$ cat src/rtl/hex_scan_ctrl.sv
// hex_scan_ctrl: six-nibble display buffer scanned through one shared hex-to-7-segment decoder
module hex_scan_ctrl #(
  parameter int unsigned TICK_DIV = 25000000
) (
  input  logic       CLOCK_50,
  input  logic       KEY0,
  input  logic [3:0] SW,
  input  logic       load,
  input  logic       run,
  output logic [3:0] seg_code,
  input  logic [6:0] seg_leds,
  output logic [6:0] HEX0,
  output logic [6:0] HEX1,
  output logic [6:0] HEX2,
  output logic [6:0] HEX3,
  output logic [6:0] HEX4,
  output logic [6:0] HEX5,
  output logic       busy
);

  localparam int unsigned PW = (TICK_DIV > 1) ? $clog2(TICK_DIV) : 1;
  localparam logic [PW-1:0] TICK_LAST = PW'(TICK_DIV - 1);
  localparam logic [0:0] S_IDLE = 1'b0;
  localparam logic [0:0] S_SCAN = 1'b1;
  localparam logic [6:0] BLANK = 7'b1111111;

  logic [PW-1:0] presc_q, presc_d;
  logic          tick;
  logic [3:0]    buf_q [6];
  logic [3:0]    buf_d [6];
  logic [6:0]    hex_q [6];
  logic [6:0]    hex_d [6];
  logic [0:0]    state_q, state_d;
  logic [2:0]    idx_q, idx_d;
  logic          dirty_q, dirty_d;
  logic          buf_chg;
  logic          dirty_clr;

  assign HEX0 = hex_q[0];
  assign HEX1 = hex_q[1];
  assign HEX2 = hex_q[2];
  assign HEX3 = hex_q[3];
  assign HEX4 = hex_q[4];
  assign HEX5 = hex_q[5];

  // Scroll prescaler: free-runs while run is high, held at zero otherwise
  always_comb begin
    tick    = run && (presc_q == TICK_LAST);
    presc_d = (!run || tick) ? '0 : presc_q + PW'(1);
  end

  // Buffer update: a load shifts SW in and takes priority over a rotate on the same tick
  always_comb begin
    buf_chg = load || tick;
    for (int i = 0; i < 6; i++) buf_d[i] = buf_q[i];
    if (buf_chg) begin
      buf_d[0] = load ? SW : buf_q[5];
      for (int i = 1; i < 6; i++) buf_d[i] = buf_q[i-1];
    end
  end

  // Scan FSM: walks idx 0..5 capturing decoder output, rescans if the buffer moved meanwhile
  always_comb begin
    state_d   = state_q;
    idx_d     = idx_q;
    dirty_clr = 1'b0;
    for (int i = 0; i < 6; i++) hex_d[i] = hex_q[i];
    busy     = (state_q == S_SCAN);
    seg_code = busy ? buf_q[idx_q] : 4'h0;
    if (state_q == S_IDLE) begin
      if (dirty_q) begin
        state_d   = S_SCAN;
        idx_d     = 3'd0;
        dirty_clr = 1'b1;
      end
    end else begin
      hex_d[idx_q] = seg_leds;
      if (idx_q != 3'd5) begin
        idx_d = idx_q + 3'd1;
      end else if (dirty_q) begin
        idx_d     = 3'd0;
        dirty_clr = 1'b1;
      end else begin
        state_d = S_IDLE;
        idx_d   = 3'd0;
      end
    end
    dirty_d = buf_chg ? 1'b1 : (dirty_clr ? 1'b0 : dirty_q);
  end

  // State registers; reset blanks the display and forces an initial refresh
  always_ff @(posedge CLOCK_50 or negedge KEY0) begin
    if (!KEY0) begin
      presc_q <= '0;
      state_q <= S_IDLE;
      idx_q   <= 3'd0;
      dirty_q <= 1'b1;
      for (int i = 0; i < 6; i++) begin
        buf_q[i] <= 4'h0;
        hex_q[i] <= BLANK;
      end
    end else begin
      presc_q <= presc_d;
      state_q <= state_d;
      idx_q   <= idx_d;
      dirty_q <= dirty_d;
      for (int i = 0; i < 6; i++) begin
        buf_q[i] <= buf_d[i];
        hex_q[i] <= hex_d[i];
      end
    end
  end

endmodule

$ cat config.mk
export PLATFORM = sky130hd
export DESIGN_NAME = hex_scan_ctrl
export DESIGN_NICKNAME = d
export VERILOG_FILES = /design/src/rtl/hex_scan_ctrl.sv
export SDC_FILE = /design/constraint.sdc
export NUM_CORES = 1
export LEC_CHECK = 0
export ABC_AREA = 1
export CORE_MARGIN = 8
export CORE_UTILIZATION = 59
export CTS_BUF_LIST = sky130_fd_sc_hd__clkbuf_8 sky130_fd_sc_hd__clkbuf_16
export DETAILED_ROUTE_END_ITERATION = 12
export PLACE_DENSITY = 0.95
export SETUP_SLACK_MARGIN = 0.4
export SLEW_MARGIN = 20
export SYNTH_ARGS = -nofsm -noshare
export SYNTH_HDL_FRONTEND = slang
export SYNTH_SLANG_ARGS = --single-unit
$ cat constraint.sdc
create_clock -name CLOCK_50 -period 2.4 [get_ports CLOCK_50]
set_input_delay 0.36 -clock CLOCK_50 [delete_from_list [all_inputs] [get_ports CLOCK_50]]
set_output_delay 0.36 -clock CLOCK_50 [all_outputs]
set_load 0.01 [all_outputs]
==> flow_metrics.py, run 1 <==
metrics = {
    "setup_path": {
        "cp.required_ps": 2040,
        "cp_slowest_cell": "dfrtp_2",
        "worstPathArrival_ps": 1720,
        "timing.critical_path.buf_inv": 2,
        "cpMostUsedCell": "o21ai_1",
        "cp-startpoint": "idx_q[1]",
        "cp_top_family": "flip-flops",
        "rrSetupSlack_ps": 520,
        "path_cells": "nor2_4, buf_12, nand2_1, a21oi_1, o21ai_1, o21ai_1, buf_2",
        "critPathMaxStageDelay_ps": 470,
        "critPathCaptureType": "output port",
        "endpoint": "seg_code[2]",
        "cp.depth": 7,
        "r2r_cells": 9,
        "start_kind": "flop",
        "critPathKind": "reg2out",
        "critical_path_peak_fanout": 4,
        "timing.rr.start": "presc_q[0]",
        "reg2reg_to": "buf_q[14]",
    },
    "detailed_routing": {
        "top_layer_used": "met4",
        "routed-wl-met2_um": 6049,
        "drc": 0,
        "drt_iter0_markers": 254,
        "wire_per_inst_um": 16.71,
        "drt_wl_total_um": 12070,
        "dr.pass1.iters": 5,
        "vias_per_cell": 5.611,
        "wl_met1_um": 4537,
        "dr_wl_met3_um": 1155,
        "drtAntennaViolNets": 0,
        "vias": 4051,
    },
    "synthesis": {
        "yosys-top-cells-area": "dfrtp_1 30%, dfstp_2 25%, nand2_1 15%, nor2_1 6.6%, o21ai_0 6.0%",
        "synthesis.instances": 545,
        "syn_area_per_cell_um2": 8.175,
        "yosysSeqAreaShare_pct": 55.12,
        "ys_warn_count": 0,
        "synth-seq-cells": 96,
        "synth_area_leader_cell": "dfrtp_1",
        "yosys.area.top_type_share_pct": 29.77,
        "synth_area_um2": 4456,
        "synth.distinct_cells": 28,
        "synthesis.nets": 561,
    },
    "timing": {
        "setup-tns-final_ps": 0,
        "min_period_ps": 2079,
        "rsz0062_at_grt": "true",
        "slew_viol_final": 0,
        "hold_slack_ps": -0.1314,
        "post-route-period-util_pct": 86.61,
        "relSlewSlack_pct": 58.72,
        "hold_viol_final": 1,
        "fin_ws_ps": 321.3,
        "setup_viol": 0,
        "worst_clock_skew_ps": 13.87,
        "max_freq_mhz": 481.1,
        "max_slew.worst_pin.slew_ps": 619.1,
    },
    "grt": {
        "grt_usage_pct": 23.85,
        "grt_pass1_wl_um": 19610,
        "antenna_found_initial": 0,
        "grt_max_degree": 51,
        "grt_pass1_vias": 4108,
        "grt_overflow": 0,
    },
    "run": {
        "max-cap-violations": 0,
    },
    "pwr": {
        "vdd_drop_max_v": 0.0009670,
        "p_int_mw": 3.809,
        "p_per_area_nw_per_um2": 1089,
        "pwr-share-seq_pct": 44.2,
        "p_switching_mw": 2.174,
        "leakage_nw": 2.389,
        "power.clock.fraction_pct": 17.2,
        "switching_share_pct": 36.33,
        "p_comb_share_pct": 38.6,
        "power_mw": 5.983,
    },
    "status": {
        "status": "finished with violations",
        "violations": "hold timing",
    },
    "cts": {
        "root_buffer": "clkbuf_8",
        "cts_buffer_depth": 2,
        "worstSkewPairLatency_ps": 370,
        "path_clk_slew_ps": 100,
        "cts_tree": "yes",
        "cts.sinks": 96,
        "numCtsBuffers": 9,
        "htreeDepth": 3,
    },
    "placed_design": {
        "preCtsSetupSlack_ps": 268.6,
        "gp_congestion": 0.9675,
        "port_buffers": 61,
        "dpl_cell_area_um2": 5142,
        "post-dp-hpwl_um": 8138,
    },
    "layout": {
        "fill_cells": 500,
        "syn2layout_area_growth_pct": 23.28,
        "layout_common_cells": "178 x nand2_1, 78 x nor2_1, 56 x clkdlybuf4s50_1",
        "design_area_um2": 5493,
        "fin_util_pct": 75.33,
        "fin_nets": 634,
        "layout_commonest_cell": "nand2_1",
        "drive_gt1_share_pct": 17.17,
        "num_antenna_cells": 0,
    },
    "die": {
        "start_util_pct": 61.10,
        "die-area_um2": 10590,
        "core_area_um2": 7292,
        "die_w_um": 102.9,
        "ios": 62,
        "placementRows": 31,
        "die_y_um": 102.9,
    },
    "hold_path": {
        "hp-class": "in2async",
    },
}
-- power by group through the flow --
stage	registers, mW	clock network [mW]	logic [mW]
after floorplan	2.74	0	0.825
after global placement	2.63	0	1.97
after detailed placement	2.66	0	2.07
after CTS	2.63	1.04	2.20
after global routing	2.69	1.10	2.53
final	2.64	1.03	2.31
-- metal layers --
| metal | global-route usage, % | vias up |
|---|---|---|
| li1 | - | 1869 |
| met5 | 0 | - |
| met1 | 26.22 | 1932 |
| met2 | 40.15 | 206 |
| met3 | 9.115 | 44 |
| met4 | 10.57 | 0 |
-- stage by stage --
stage	std cells	hold WS, ps
2_1_floorplan	545	64.41
4_1_cts	715	24.57
3_3_place_gp	692	408.2
5_1_grt	722	32.39
6_report	722	-0.1314
3_5_place_dp	692	417.8
-- worst min path at each step --
stage | startpoint | endpoint | slack [ps] | depth (start not counted)
2_1_floorplan | KEY0 | buf_q[0] | 60 | 0
3_3_place_gp | KEY0 | presc_q[14] | 410 | 1
3_5_place_dp | KEY0 | buf_q[1] | 420 | 1
4_1_cts | KEY0 | presc_q[6] | 20 | 1
5_1_grt | KEY0 | presc_q[2] | 30 | 1
6_report | KEY0 | presc_q[10] | -0.1 | 1
-- kinds of logic (layout without fill, tap and decap cells) --
logic type      count (synthesis)  in the layout  share of synthesized area [%]
fa+ha+maj                       1              1                         0.2808
simple gates                  313            313                          28.70
xor+xnor                       11             11                          2.162
buf+inv                        54            132                          5.167
flops                          96             96                          55.12
compound gates                 70             70                          8.565
-- cells in the mapped netlist, drive strengths merged --
| cell | number |
|---|---|
| ha | 1 |
| o211ai | 4 |
| o21bai | 1 |
| a22oi | 4 |
| nand3 | 41 |
| buf | 9 |
| clkbuf | 9 |
| o31ai | 3 |
| dfrtp | 53 |
| a21oi | 4 |
| dfstp | 43 |
| nor3 | 4 |
| nand2 | 186 |
| inv | 35 |
| xnor2 | 5 |
| o22ai | 1 |
| xor2 | 6 |
| clkinv | 1 |
| o21ai | 53 |
| nor2 | 82 |
-- what timing repair did --
item | in CTS | in global routing
pin swaps | 0 | 8
endpoints found under the setup margin | 6 | 50
hold endpoints to repair | 0 | 0
setup buffers | 7 | 7
resized for setup | 28 | 16
cloned | 0 | 0
hold buffers | 0 | 0
-- registers in the layout (all words and copies together), names as in the netlist --
name and cells:
buf_q 24, HEX3 7, idx_q 3, HEX0 7
HEX5 7, presc_q 25, HEX1 7, busy 1
HEX4 7, HEX2 7, dirty_q 1
-- final cells by class --
cell class                      count  area [µm²]  share of cell area [%]
Clock buffer                        9       123.9                   2.255
Clock inverter                      7       62.56                   1.139
Inverter                           36       137.6                   2.506
Multi-Input combinational cell    395        1822                   33.17
Sequential cell                    96        2460                   44.78
Tap cell                           99       123.9                   2.255
Timing Repair Buffer               80       763.2                   13.90
-- worst reg2reg max path, cell delays in order, from the launching register on --
cell	delay, ps
dfrtp_2	430
ha_2	240
nand2_2	100
nor2_4	200
nand2_2	100
nor2_4	140
nand3_4	180
buf_4	240
nand3_1	80
nand2_1	70
Power figures use the tool's default switching activity.
==> inputs of run 2 (changes only) <==
--- a/config.mk
+++ b/config.mk
@@ -7,10 +7,10 @@
 export LEC_CHECK = 0
 export ABC_AREA = 1
 export CORE_MARGIN = 8
-export CORE_UTILIZATION = 59
+export CORE_UTILIZATION = 56
 export CTS_BUF_LIST = sky130_fd_sc_hd__clkbuf_8 sky130_fd_sc_hd__clkbuf_16
 export DETAILED_ROUTE_END_ITERATION = 12
-export PLACE_DENSITY = 0.95
+export PLACE_DENSITY = 0.91
 export SETUP_SLACK_MARGIN = 0.4
 export SLEW_MARGIN = 20
 export SYNTH_ARGS = -nofsm -noshare
==> run 2 against run 1 <==
Compared with the run above:
- critical path depth is 1 lower
- cell area decreased by 0.41%
- global-route usage shrank 2.8 points
- worst setup slack better by 140 ps
- routed wire length shrank 5.6%
- via count decreased by 3.2%
- clock-buffer cell count unchanged
- final cell count grew 0.55%
- the run still ends with hold timing left
- die area increased by 4.5%
- clock skew is 4.4 ps lower
- maximum frequency rose by 7.1%
==> flow_metrics.py, run 2 (synthesized netlist as in run 1, its figures left out) <==
metrics = {
    "timing": {
        "max_slew.worst_pin.slew_ps": 584.3,
        "relSlewSlack_pct": 61.05,
        "hold_slack_ps": -11.15,
        "max_freq_mhz": 515.1,
        "slew_viol_final": 0,
        "setup-tns-final_ps": 0,
        "setup_viol": 0,
        "hold_viol_final": 10,
        "worst_clock_skew_ps": 9.419,
        "post-route-period-util_pct": 80.88,
        "rsz0062_at_grt": "true",
        "min_period_ps": 1941,
    },
    "grt": {
        "met3_usage_pct": 5.221,
        "busiest_layer": "met2",
        "grt_usage_pct": 21.01,
        "antenna_found_initial": 0,
        "grt_pass1_vias": 3985,
        "use_met1_pct": 26.48,
        "globalRouteMet2Util_pct": 34.49,
        "grt_pass1_wl_um": 19070,
        "grt_max_degree": 46,
        "grt_overflow": 0,
    },
    "setup_path": {
        "critPathCaptureType": "output port",
        "reg2reg_to": "HEX0[2]",
        "path_cells": "nor2_4, nand2_1, a21oi_1, o21ai_1, o21ai_1, buf_2",
        "timing.rr.start": "idx_q[0]",
        "r2r_cells": 5,
        "cp.required_ps": 2040,
        "critical_path_peak_fanout": 7,
        "cpMostUsedCell": "o21ai_1",
        "cp-startpoint": "idx_q[1]",
        "worstPathArrival_ps": 1580,
        "critPathKind": "reg2out",
        "critPathMaxStageDelay_ps": 450,
        "rrSetupSlack_ps": 560,
        "start_kind": "flop",
        "cp_slowest_cell": "dfrtp_2",
    },
    "cts": {
        "cts_hold_repair.buffers": 0,
        "cts_buffer_depth": 2,
        "htreeDepth": 3,
        "cts_tree": "yes",
        "worstSkewPairLatency_ps": 360,
        "path_clk_slew_ps": 100,
        "cts.sinks": 96,
        "numCtsBuffers": 9,
        "root_buffer": "clkbuf_8",
    },
    "pwr": {
        "p_switching_mw": 2.123,
        "vdd_drop_max_v": 0.0008194,
        "leakage_nw": 2.390,
        "p_per_area_nw_per_um2": 1082,
        "pwr-share-seq_pct": 44.7,
        "p_comb_share_pct": 37.6,
        "p_int_mw": 3.793,
        "switching_share_pct": 35.88,
        "power.clock.fraction_pct": 17.7,
    },
    "layout": {
        "fin_nets": 635,
        "top_regs": "presc_q: 25 flops, buf_q: 24 flops",
        "top_register": "presc_q",
        "fin_util_pct": 70.79,
        "num_antenna_cells": 0,
        "layout_common_cells": "180 x nand2_1, 78 x nor2_1, 56 x clkdlybuf4s50_1",
        "layout_commonest_cell": "nand2_1",
        "fill_cells": 581,
        "largest_reg_flops": 25,
        "drive_gt1_share_pct": 16.35,
        "syn2layout_area_growth_pct": 22.77,
    },
    "placed_design": {
        "gp_congestion": 0.9067,
        "post-dp-hpwl_um": 8098,
        "port_buffers": 61,
    },
    "detailed_routing": {
        "drt_wl_total_um": 11390,
        "drc": 0,
        "drt_iter0_markers": 227,
        "vias_per_cell": 5.399,
        "vias": 3920,
        "drtAntennaViolNets": 0,
        "dr.pass1.iters": 5,
        "wire_per_inst_um": 15.69,
    },
    "status": {
        "violations": "hold timing",
        "status": "finished with violations",
    },
    "die": {
        "core_area_um2": 7727,
        "die_y_um": 105.2,
        "die-area_um2": 11070,
        "ios": 62,
        "start_util_pct": 57.66,
        "placementRows": 32,
        "die_w_um": 105.2,
    },
    "hold_path": {
        "hp-class": "in2async",
    },
    "run": {
        "max-cap-violations": 0,
    },
}
run 2: routing by layer:
layer | vias to the layer above | wire length, µm
li1 | 1877 | -
met1 | 1890 | 4784
met2 | 138 | 5608
met3 | 15 | 817
met4 | 0 | 178
met5 | - | 0
run 2: worst max path at each step:
stage | to | cells past startpoint
final | seg_code[2] | 6
after global routing | seg_code[0] | 6
after CTS | seg_code[3] | 6
after detailed placement | seg_code[2] | 5
after global placement | seg_code[0] | 6
after floorplan | buf_q[2] | 9
run 2: power groups by stage:
stage	logic, mW	registers [mW]	clock network (mW)
after global routing	2.45	2.69	1.11
after CTS	2.21	2.64	1.05
after floorplan	0.825	2.74	0
after detailed placement	2.07	2.67	0
after global placement	1.97	2.64	0
final	2.23	2.65	1.05
run 2: through the flow:
| stage | hold WS [ps] | setup slack [ps] | instances | instance area, µm² | power (mW) |
|---|---|---|---|---|---|
| finish | -11.15 | 458.8 | 726 | 5470 | 5.916 |
| global route | 25.65 | 357.8 | 726 | 5470 | 6.247 |
| CTS | 0.8309 | 400.4 | 724 | 5450 | 5.901 |
| detailed placement | 397.5 | 273.8 | 697 | 5149 | 4.737 |
| global placement | 388.7 | 345.4 | 697 | 5149 | 4.608 |
| floorplan | 64.41 | 783.1 | 545 | 4456 | 3.570 |
run 2: cell type report:
class                   count  area (µm²)  area share (%)
clock buffers               9       123.9           2.264
repair buffers             81       754.5           13.79
inverters                  36       135.1           2.470
flip-flops and latches     96        2460           44.97
clock inverters             7       71.32           1.304
multi-input cells         395        1798           32.87
well taps                 102       127.6           2.333
run 2: repair_timing:
item	4_1_cts	5_1_grt
endpoints found under the setup margin	15	32
endpoints found under the hold margin	0	0
buffers inserted	11	2
pin swaps	3	2
resized for setup	25	8
run 2: critical path: cells and delay by family (launching register included):
family                 cells  cell delay (ps)
flip-flops                 1              450
AND/OR/NAND/NOR            2              310
AO/OA/AOI/OAI              3              300
buffers and inverters      1              160
